### src/rtl/alu181_pkg.sv
// Shared definitions for the pipelined 74181-style ALU: S-codes, op control struct, width helper.
// ALU181_ACC_EN adds the acc_sel bit to the op control struct.
package alu181_pkg;

  localparam logic [3:0] S_SUB = 4'b0110;
  localparam logic [3:0] S_ADD = 4'b1001;
  localparam logic [3:0] S_DBL = 4'b1100;
  localparam logic [3:0] S_DEC = 4'b1111;

  typedef struct packed {
    logic [3:0] s;
    logic       m;
    logic       cn_n;
`ifdef ALU181_ACC_EN
    logic       acc_sel;
`endif
  } op_ctl_t;

  function automatic int unsigned alu_width(input int unsigned slices);
    return 4 * slices;
  endfunction

endpackage

### src/rtl/alu181_pipe_if.sv
// Operand/result handshake bundle for alu181_pipe.
// ALU181_ACC_EN adds the acc_sel op field.
interface alu181_pipe_if #(
  parameter int unsigned WIDTH = 8
);
  logic             in_valid;
  logic             in_ready;
  logic [WIDTH-1:0] a;
  logic [WIDTH-1:0] b;
  logic [3:0]       s;
  logic             m;
  logic             cn_n;
`ifdef ALU181_ACC_EN
  logic             acc_sel;
`endif
  logic             out_valid;
  logic             out_ready;
  logic [WIDTH-1:0] f;
  logic             co_n;
  logic             p_n;
  logic             g_n;
  logic             aeqb;
  logic             zero;

  modport master (
`ifdef ALU181_ACC_EN
    output acc_sel,
`endif
    output in_valid, a, b, s, m, cn_n, out_ready,
    input  in_ready, out_valid, f, co_n, p_n, g_n, aeqb, zero
  );

  modport slave (
`ifdef ALU181_ACC_EN
    input  acc_sel,
`endif
    input  in_valid, a, b, s, m, cn_n, out_ready,
    output in_ready, out_valid, f, co_n, p_n, g_n, aeqb, zero
  );
endinterface

### src/rtl/alu181_slice.sv
// Combinational 4-bit 74181 slice: X/Y operand select, logic table, sum and slice P/G.
module alu181_slice
  import alu181_pkg::*;
(
  input  logic [3:0] i_a,
  input  logic [3:0] i_b,
  input  logic [3:0] i_s,
  input  logic       i_m,
  input  logic       i_cin,
  input  logic       i_cin0,
  output logic [3:0] o_f,
  output logic       o_cout,
  output logic       o_cout0,
  output logic       o_p
);
  logic [3:0] w_x, w_y, w_nb, w_log;
  logic [4:0] w_xy, w_sum;

  assign w_nb = ~i_b;

  always_comb begin
    w_x = i_a;
    w_y = '0;
    case (i_s)
      4'h0:  ;
      4'h1:  w_x = i_a | i_b;
      4'h2:  w_x = i_a | w_nb;
      4'h3:  begin w_x = '0; w_y = '1; end
      4'h4:  w_y = i_a & w_nb;
      4'h5:  begin w_x = i_a | i_b; w_y = i_a & w_nb; end
      S_SUB: w_y = w_nb;
      4'h7:  begin w_x = i_a & w_nb; w_y = '1; end
      4'h8:  w_y = i_a & i_b;
      S_ADD: w_y = i_b;
      4'hA:  begin w_x = i_a | w_nb; w_y = i_a & i_b; end
      4'hB:  begin w_x = i_a & i_b; w_y = '1; end
      S_DBL: w_y = i_a;
      4'hD:  begin w_x = i_a | i_b; w_y = i_a; end
      4'hE:  begin w_x = i_a | w_nb; w_y = i_a; end
      S_DEC: w_y = '1;
    endcase
  end

  always_comb begin
    w_log = '0;
    case (i_s)
      4'h0: w_log = ~i_a;
      4'h1: w_log = ~(i_a | i_b);
      4'h2: w_log = ~i_a & i_b;
      4'h3: w_log = '0;
      4'h4: w_log = ~(i_a & i_b);
      4'h5: w_log = w_nb;
      4'h6: w_log = i_a ^ i_b;
      4'h7: w_log = i_a & w_nb;
      4'h8: w_log = ~i_a | i_b;
      4'h9: w_log = ~(i_a ^ i_b);
      4'hA: w_log = i_b;
      4'hB: w_log = i_a & i_b;
      4'hC: w_log = '1;
      4'hD: w_log = i_a | w_nb;
      4'hE: w_log = i_a | i_b;
      4'hF: w_log = i_a;
    endcase
  end

  // Carry-in-free partial sum feeds both the real ripple and the cin=0 generate chain
  assign w_xy    = {1'b0, w_x} + {1'b0, w_y};
  assign w_sum   = w_xy + {4'b0, i_cin};
  assign o_cout  = w_sum[4];
  assign o_cout0 = w_xy[4] | (&w_xy[3:0] & i_cin0);
  assign o_p     = &(w_x | w_y);
  assign o_f     = i_m ? w_log : w_sum[3:0];
endmodule

### src/rtl/alu181_pipe.sv
// Pipelined WIDTH=4*SLICES 74181-style ALU with valid/ready handshake, latency PIPE (1 or 2).
// ALU181_ACC_EN adds an accumulator selectable as operand A via acc_sel.
module alu181_pipe
  import alu181_pkg::*;
#(
  parameter int unsigned SLICES = 2,
  parameter int unsigned PIPE   = 2
)(
  input  logic         clk,
  input  logic         rst_n,
  alu181_pipe_if.slave bus
);
  localparam int unsigned WIDTH = alu_width(SLICES);

  typedef struct packed {
    logic [WIDTH-1:0] a;
    logic [WIDTH-1:0] b;
    op_ctl_t          ctl;
  } op_t;

  op_t              w_in_op, w_c_op;
  logic             w_c_v, w_out_adv, w_load;
  logic [WIDTH-1:0] w_a, w_f;
  logic [SLICES:0]  w_c, w_c0;
  logic [SLICES-1:0] w_pg;
  logic             r_out_v, r_co_n, r_p_n, r_g_n, r_aeqb, r_zero;
  logic [WIDTH-1:0] r_f;

  always_comb begin
    w_in_op          = '0;
    w_in_op.a        = bus.a;
    w_in_op.b        = bus.b;
    w_in_op.ctl.s    = bus.s;
    w_in_op.ctl.m    = bus.m;
    w_in_op.ctl.cn_n = bus.cn_n;
`ifdef ALU181_ACC_EN
    w_in_op.ctl.acc_sel = bus.acc_sel;
`endif
  end

  assign w_out_adv = !r_out_v || bus.out_ready;
  assign w_load    = w_c_v && w_out_adv;

  generate
    if (PIPE == 2) begin : g_pipe2
      op_t  r_op;
      logic r_op_v;
      logic w_in_xfer;

      assign w_in_xfer    = bus.in_valid && bus.in_ready;
      assign bus.in_ready = rst_n && (!r_op_v || w_out_adv);

      always_ff @(posedge clk) begin
        if (!rst_n) begin
          r_op_v <= 1'b0;
          r_op   <= '0;
        end else if (w_in_xfer) begin
          r_op_v <= 1'b1;
          r_op   <= w_in_op;
        end else if (w_out_adv) begin
          r_op_v <= 1'b0;
        end
      end

      assign w_c_op = r_op;
      assign w_c_v  = r_op_v;
    end else begin : g_pipe1
      assign bus.in_ready = rst_n && w_out_adv;
      assign w_c_op       = w_in_op;
      assign w_c_v        = bus.in_valid;
    end
  endgenerate

`ifdef ALU181_ACC_EN
  logic [WIDTH-1:0] r_acc;

  // acc updates as each op enters the output register, so the next op to compute already sees it
  always_ff @(posedge clk) begin
    if (!rst_n)      r_acc <= '0;
    else if (w_load) r_acc <= w_f;
  end

  assign w_a = w_c_op.ctl.acc_sel ? r_acc : w_c_op.a;
`else
  assign w_a = w_c_op.a;
`endif

  assign w_c[0]  = !w_c_op.ctl.cn_n;
  assign w_c0[0] = 1'b0;

  for (genvar i = 0; i < SLICES; i++) begin : g_slice
    alu181_slice u_slice (
      .i_a     (w_a[4*i +: 4]),
      .i_b     (w_c_op.b[4*i +: 4]),
      .i_s     (w_c_op.ctl.s),
      .i_m     (w_c_op.ctl.m),
      .i_cin   (w_c[i]),
      .i_cin0  (w_c0[i]),
      .o_f     (w_f[4*i +: 4]),
      .o_cout  (w_c[i+1]),
      .o_cout0 (w_c0[i+1]),
      .o_p     (w_pg[i])
    );
  end

  always_ff @(posedge clk) begin
    if (!rst_n) begin
      r_out_v <= 1'b0;
      r_f     <= '0;
      r_co_n  <= 1'b1;
      r_p_n   <= 1'b1;
      r_g_n   <= 1'b1;
      r_aeqb  <= 1'b0;
      r_zero  <= 1'b0;
    end else if (w_load) begin
      r_out_v <= 1'b1;
      r_f     <= w_f;
      r_co_n  <= w_c_op.ctl.m | ~w_c[SLICES];
      r_p_n   <= w_c_op.ctl.m | ~&w_pg;
      r_g_n   <= w_c_op.ctl.m | ~w_c0[SLICES];
      r_aeqb  <= &w_f;
      r_zero  <= ~|w_f;
    end else if (bus.out_ready) begin
      r_out_v <= 1'b0;
    end
  end

  assign bus.out_valid = r_out_v;
  assign bus.f         = r_f;
  assign bus.co_n      = r_co_n;
  assign bus.p_n       = r_p_n;
  assign bus.g_n       = r_g_n;
  assign bus.aeqb      = r_aeqb;
  assign bus.zero      = r_zero;
endmodule

### src/flat_wrapper.sv
// flat-port wrapper written by rule: the top's interface ports become plain ports
module alu181_pipe_flat import alu181_pkg::*;
#(
  parameter int unsigned SLICES = 2,
  parameter int unsigned PIPE   = 2
)
  (clk, rst_n, bus_in_valid, bus_a, bus_b, bus_s, bus_m, bus_cn_n, bus_out_ready, bus_in_ready, bus_out_valid, bus_f, bus_co_n, bus_p_n, bus_g_n, bus_aeqb, bus_zero);
  alu181_pipe_if #(.WIDTH((8))) bus_i ();
  input  logic clk;
  input  logic rst_n;
  input wire logic [$bits(bus_i.in_valid)-1:0] bus_in_valid;
  input wire logic [$bits(bus_i.a)-1:0] bus_a;
  input wire logic [$bits(bus_i.b)-1:0] bus_b;
  input wire logic [$bits(bus_i.s)-1:0] bus_s;
  input wire logic [$bits(bus_i.m)-1:0] bus_m;
  input wire logic [$bits(bus_i.cn_n)-1:0] bus_cn_n;
  input wire logic [$bits(bus_i.out_ready)-1:0] bus_out_ready;
  output wire logic [$bits(bus_i.in_ready)-1:0] bus_in_ready;
  output wire logic [$bits(bus_i.out_valid)-1:0] bus_out_valid;
  output wire logic [$bits(bus_i.f)-1:0] bus_f;
  output wire logic [$bits(bus_i.co_n)-1:0] bus_co_n;
  output wire logic [$bits(bus_i.p_n)-1:0] bus_p_n;
  output wire logic [$bits(bus_i.g_n)-1:0] bus_g_n;
  output wire logic [$bits(bus_i.aeqb)-1:0] bus_aeqb;
  output wire logic [$bits(bus_i.zero)-1:0] bus_zero;
  assign bus_i.in_valid = bus_in_valid;
  assign bus_i.a = bus_a;
  assign bus_i.b = bus_b;
  assign bus_i.s = bus_s;
  assign bus_i.m = bus_m;
  assign bus_i.cn_n = bus_cn_n;
  assign bus_i.out_ready = bus_out_ready;
  assign bus_in_ready = bus_i.in_ready;
  assign bus_out_valid = bus_i.out_valid;
  assign bus_f = bus_i.f;
  assign bus_co_n = bus_i.co_n;
  assign bus_p_n = bus_i.p_n;
  assign bus_g_n = bus_i.g_n;
  assign bus_aeqb = bus_i.aeqb;
  assign bus_zero = bus_i.zero;
  alu181_pipe #(.SLICES(SLICES), .PIPE(PIPE)) u_core (.clk(clk), .rst_n(rst_n), .bus(bus_i));
endmodule
### config.mk
export PLATFORM = sky130hd
export DESIGN_NAME = alu181_pipe_flat
export DESIGN_NICKNAME = d
export VERILOG_FILES = /design/src/rtl/alu181_pkg.sv /design/src/rtl/alu181_pipe_if.sv /design/src/rtl/alu181_slice.sv /design/src/rtl/alu181_pipe.sv /design/src/flat_wrapper.sv
export SDC_FILE = /design/constraint.sdc
export NUM_CORES = 1
export LEC_CHECK = 0
export ABC_AREA = 1
export CORE_ASPECT_RATIO = 2
export CORE_MARGIN = 2
export CORE_UTILIZATION = 35
export CTS_BUF_LIST = sky130_fd_sc_hd__clkbuf_8
export CTS_CLUSTER_SIZE = 8
export DETAILED_ROUTE_END_ITERATION = 12
export GPL_ROUTABILITY_DRIVEN = 0
export SLEW_MARGIN = 0
export SYNTH_ARGS = -nofsm -noshare
export SYNTH_HDL_FRONTEND = slang
export SYNTH_SLANG_ARGS = --single-unit
### constraint.sdc
create_clock -name clk -period 4.4 [get_ports clk]
set_clock_uncertainty 0.05 [all_clocks]
set_input_delay 0.44 -clock clk [delete_from_list [all_inputs] [get_ports clk]]
set_output_delay 0.44 -clock clk [all_outputs]
set_load 0.03 [all_outputs]
Word level (Yosys, flattened, before mapping)
Cells that the tools add are included.
{ "word_totals": {"reg_bits": 37, "inputBits": 26, "out_inout_bits": 15} }
{ "classes": {"bitwise": 33, "n_addsub": 4, "n_reduce_logical": 23, "muxes": 12, "eq_ne": 15} }
{ "op_table": {"columns": ["op", "count"], "rows": [
  ["4-bit case mux with 16 select lines", 2],
  ["4-bit case mux with 6 select lines", 2],
  ["4-bit NOT", 10],
  ["4-bit case mux with 5 select lines", 2],
  ["4-bit equality test (second input constant)", 8],
  ["4-bit OR", 8],
  ["4-bit AND", 6],
  ["4-bit by 3-bit equality test with 1-bit output (second input constant)", 4],
  ["8-bit AND reduction", 2],
  ["4-bit by 4-bit adder with 5-bit output", 2],
  ["5-bit by 1-bit adder with 5-bit output", 2],
  ["3-bit OR reduction", 3],
  ["4-bit by 2-bit equality test with 1-bit output (second input constant)", 2],
  ["4-bit 2-to-1 mux", 2],
  ["8-bit OR reduction", 1],
  ["4-bit XOR", 2],
  ["1-bit logical NOT", 5],
  ["4-bit by 1-bit equality test with 1-bit output (second input constant)", 1],
  ["4-bit logical NOT", 1],
  ["1-bit 2-to-1 mux", 4],
  ["1-bit OR", 4],
  ["4-bit AND reduction", 1],
  ["2-bit nonzero test", 2],
  ["2-bit OR reduction", 2],
  ["5 further kinds", 9]
]} }

Longest topological paths before layout
{ "depth": {"depth_word": 9, "depth_mapped": 27} }

Cells and area by module
Synthesis repeated with hierarchy kept, for this count alone.
{ "hier_totals": {"cells_unflattened": 756, "area_unflattened_um2": 4496.8} }
{ "by_module_without_submodules": {"columns": ["module", "seq_area_each_um2", "cells_per_inst", "area_each_um2", "instances"], "rows": [
  ["alu181_slice (u_core.g_slice[0].u_slice)", 0.0, 291, 1581.5, 1],
  ["alu181_slice (u_core.g_slice[1].u_slice)", 0.0, 280, 1481.4, 1],
  ["alu181_pipe", 740.7, 185, 1433.9, 1]
]} }

Worst setup path after synthesis
Ideal clock, no wire load.
{ "synth_path": {"path_type": "register to register", "start": "register u_core.g_pipe2.r_op[3] in the netlist's numbering", "end": "register u_core.r_aeqb, in the netlist u_core.bus.aeqb", "arrival_ns": 3.760, "required_time_ns": 4.279, "path_stages_with_launch": 25, "setup_ns": 0.071, "setup_slack_ns": 0.519, "synth_period_minus_slack_ns": 3.881, "path_cell_list": "dfxtp_1 inv_1 nor2_2 buf_4 nand2_2 o211ai_2 buf_2 a31oi_1 ha_1 fa_1 ha_1 nand2_1 nor2_1 xor2_1 inv_1 ha_1 ha_1 inv_1 nor2_1 nand3b_1 nand2_1 nand2_1 nor2_1 nand3_1 a21oi_1"} }
{ "synth_between": {"elab_chain_len": 8} }
{ "synth_lines": {"columns": ["item", "line_no", "rtl"], "rows": [
  ["from (decl)", "alu181_pipe.sv:46", "op_t r_op;"],
  ["from (signal assigned)", "alu181_pipe.sv:59", "r_op <= w_in_op;"],
  ["4-bit equality test (tied with other cells)", "alu181_slice.sv:24, alu181_slice.sv:46", null],
  ["4-bit OR reduction (no line) (tied with other cells)", null, null],
  ["4-bit case mux with 6 select lines / 4-bit case mux with 5 select lines (equally long branches)", "alu181_slice.sv:24", "case (i_s)"],
  ["4-bit by 4-bit adder with 5-bit output", "alu181_slice.sv:67", "assign w_xy = {1'b0, w_x} + {1'b0, w_y};"],
  ["5-bit by 1-bit adder with 5-bit output (2 in series)", "alu181_slice.sv:68", "assign w_sum = w_xy + {4'b0, i_cin};"],
  ["4-bit 2-to-1 mux", "alu181_slice.sv:72", "assign o_f = i_m ? w_log : w_sum[3:0];"],
  ["8-bit AND reduction *", "alu181_pipe.sv:121", "r_aeqb <= &w_f;"],
  ["to (signal assigned)", "alu181_pipe.sv:121", null],
  ["to (decl)", "alu181_pipe.sv:26", "logic r_out_v, r_co_n, r_p_n, r_g_n, r_aeqb, r_zero;"]
]} }
Every way passes the cells marked *; elsewhere a longest branch is shown, timed or not.
A chain may end at the register's enable or synchronous reset.

Final worst setup path
{ "layout_path": {"start": "register u_core.g_pipe2.r_op[4] in the netlist's numbering", "end": "register u_core.r_aeqb, in the netlist u_core.bus.aeqb"} }
The elaborated chain is that of the path after synthesis.

==> out/qor.yml <==
largest_reg_flops: 14
initial_utilization_pct: 35.41
slew_viol_final: 0
hold_fails_final_rpt: 0
placed_cells_incl_taps: 882
async_flop_share_pct: 0
dp_hpwl_um: 11590
r2r-end: "u_core.bus.aeqb"
max-vdd-ir-drop_mv: 0.1950
worst_setup_path_end_kind: "register"
ys.warnings.count: 0
cpPeakStageDelay_ns: 0.57
cp-startpoint: "u_core.g_pipe2.r_op[4]"
finalSetupViolCount: 0
worst-r2r-setup-slack_ns: 0.33
drive_above_1_share_pct: 5.235
globalRouteOverflowTotal: 0
drc: 0
finished_cell_area_mm2: 0.004887
path_cells: "inv_1, nand2_1, nor2_1, inv_1, nor2_1, nor4_2, inv_1, ha_1, fa_1, ha_1, nand2_1, nor2_1, xor2_1, inv_1, ha_1, ha_1, inv_1, nor2_1, nand3b_1, nand2_1, nand2_1, nor2_1, nand3_1, a21oi_1"
tritoncts.num_buffers: 5
power_leakage_nw: 2.430
num_vias: 4778
wire_per_inst_um: 16.97
core.rowCount: 56
critical-path-top-delay-family: "simple AND/OR/NAND/NOR gates"
totalWireLength_um: 15100
synth_area_mm2: 0.004119
routed_wl_met2_um: 7728
drtAntennaViolNets: 0
top_layer_used: "met4"
grt_pass1_vias: 4662
syn2layout_area_growth_pct: 18.65
wp_data_required_ns: 4.59
ys_seq_area_share_pct: 17.98
drv_cap: 0
die_width_um: 80.71
timing.rr.start: "u_core.g_pipe2.r_op[4]"
final_layout_worst_hold_slack_ns: 0.4249
place_ws_ns: 0.3393
grt_start_max_net_pins: 45
met1Wirelength_um: 5179
timing.critical_path.buf_inv: 5
cts_tree: "built"
vertical_die_dimension_um: 157.4
die_area_mm2: 0.01271
yosys_most_used_dff: "dfxtp_1"
timing.final.ws_setup_ns: 0.3277
grt_antenna_before_repair: 0
insertion_delay_to_the_later_sink_of_the_worst_skew_pair_ns: 0.32
design.final.nets: 824
groute.usage.overall_pct: 24.57
critical_path_arrival_ns: 4.27
power.density_cell_area_mw_per_mm2: 263.3
post_cts_buffers: 0
insertedDiodeCount: 0
core_area_mm2: 0.01163
fin_setup_tns_ns: 0
layout.filler_cells: 1284
timing.critical_path.depth: 24
firstDrtPassIters: 7
detail_route.iter0.violations: 485
grt_pass1_wl_um: 23640
min_path_type: "register to register"
cts-root-buf: "clkbuf_8"
period_needed_ns: 4.072
cp_slowest_cell: "fa_1"
final-seq-area_um2: 740.7
cts-root-to-sink-buffers: 2
num_io_pins: 41
number_of_non_filler_instances_in_the_completed_layout: 890
synth.avg_cell_area_um2: 5.901
post_dp_cell_area_mm2: 0.004755
via_per_inst: 5.369
place.port_buffers: 40
met3_wirelength_um: 929
clkSlewWorstSetupHoldPaths_ns: 0.09
slew_headroom_pct: 32.23
start_kind: "register"
synth.lib_cells_used.distinct: 33
multi_input_area_mm2: 0.002859
kind_of_critical_path: "register to register"
timing.critical_path.fanout_max: 6
fmaxAchievable_ghz: 0.2456
cts_num_sinks: 37
number_of_nets_produced_by_synthesis: 778
top_register: "u_core.g_pipe2.r_op"
synthCells: 698
yosys_register_bits: 37
cts_max_level: 2
worst_slew_pin_tran_ns: 1.014
capture_point_of_the_critical_path: "u_core.bus.aeqb"
timing.reg2reg.worst_path_depth: 24
synth_edf_count: 0
outcome: "finished, final reports clean"
final_worst_path_period_share_pct: 92.55
## worst min-delay path, stage by stage, from the launching register on
cell and delay [ns]:
dfxtp_1 0.33, a21oi_1 0.06, nand2_1 0.05
## power breakdown
part | internal (W) | switching (W) | leakage (nW) | total [W]
clock network | 0.000185 | 0.000158 | 0.0574 | 0.000343
registers | 0.000359 | 0.0000273 | 0.305 | 0.000386
logic | 0.000196 | 0.000362 | 2.07 | 0.000558
## cell usage in the layout (no fill, tap or decap)
master / netlist / final
nand3_1: 54 / 54
o21ai_0: 21 / 21
o221ai_1: 5 / 5
nor4_2: 0 / 2
xnor2_1: 1 / 1
clkinv_1: 1 / 1
o21ai_1: 1 / 1
o21ba_2: 1 / 1
inv_2: 2 / 2
clkbuf_8: 0 / 6
nor3_1: 1 / 1
ha_1: 52 / 52
xor2_1: 3 / 3
dfxtp_1: 37 / 37
a21oi_1: 14 / 14
o211ai_1: 7 / 7
nor2_1: 106 / 105
nor2_4: 0 / 1
nor2_2: 5 / 5
nor4_1: 10 / 8
nand2_1: 187 / 187
nand3b_1: 1 / 1
nand2_2: 2 / 2
clkdlybuf4s50_1: 0 / 40
and2_1: 1 / 1
o211ai_2: 1 / 1
a31oi_1: 9 / 9
o22ai_1: 11 / 11
bufinv_16: 0 / 1
nand4_1: 1 / 1
buf_4: 2 / 17
o31ai_1: 22 / 22
fa_1: 2 / 2
o21bai_1: 3 / 3
clkinvlp_4: 0 / 1
inv_1: 119 / 119
## worst min path at each step
stage | from | endpoint | slack [ns] | cells past startpoint
global route | u_core.bus.aeqb | u_core.bus.aeqb | 0.45 | 2
global placement | u_core.bus.p_n | u_core.bus.p_n | 0.41 | 2
finish | u_core.bus.co_n | u_core.bus.co_n | 0.42 | 2
floorplan | u_core.g_pipe2.r_op_v | u_core.bus.out_valid | 0.40 | 2
CTS | u_core.bus.zero | u_core.bus.zero | 0.43 | 2
detailed placement | u_core.bus.co_n | u_core.bus.co_n | 0.41 | 2
## cells in the mapped netlist (all sizes together) (9+ instances only)
| cell | number | area [µm²] |
|---|---|---|
| o22ai | 11 | 68.82 |
| dfxtp | 37 | 740.7 |
| o31ai | 22 | 165.2 |
| ha | 52 | 650.6 |
| nor2 | 111 | 429.2 |
| nand3 | 54 | 270.3 |
| a21oi | 14 | 70.07 |
| nor4 | 10 | 62.56 |
| o21ai | 22 | 110.1 |
| clkbuf | 10 | 37.54 |
| nand2 | 189 | 714.4 |
| a31oi | 9 | 56.30 |
| inv | 121 | 454.2 |
## what timing repair did
action / CTS / global route
setup endpoints to repair: 0 / 2
hold buffers: 0 / 0
resized for setup: 0 / 2
## area by class of cell
type                       instances  share of cell area, %
clock buffer                       6                  1.690
clock inverter                     2                 0.7680
inverter                         122                  9.370
multi-input combinational        521                  58.50
sequential                        37                  15.16
tap                              145                  3.712
timing repair buffer              57                  10.80
## cells by family after synthesis
| group | count (synthesis) | share of synthesized area (%) |
|---|---|---|
| buffers and inverters | 140 | 13.09 |
| and+or+nand+nor | 368 | 36.45 |
| adders and majority gates | 54 | 16.77 |
| DFF | 37 | 17.98 |
| AOI/OAI and AO/OA | 95 | 14.85 |
| xor gates and xnor gates | 4 | 0.8507 |
## metal layers
| layer | track usage, % | vias up |
|---|---|---|
| met5 | 0 | - |
| met4 | 18.64 | 0 |
| met3 | 3.039 | 91 |
| met2 | 45.12 | 247 |
| met1 | 24.15 | 2123 |
| li1 | - | 2317 |
## through the flow
step	utilization (%)	total power, W
floorplan	-	0.0007550
global placement	40.88	0.0009379
detailed placement	40.88	0.0009398
CTS	41.91	0.001285
global route	42.02	0.001362
finish	42.02	0.001287
Note: power is estimated with default switching activity, not from simulation.
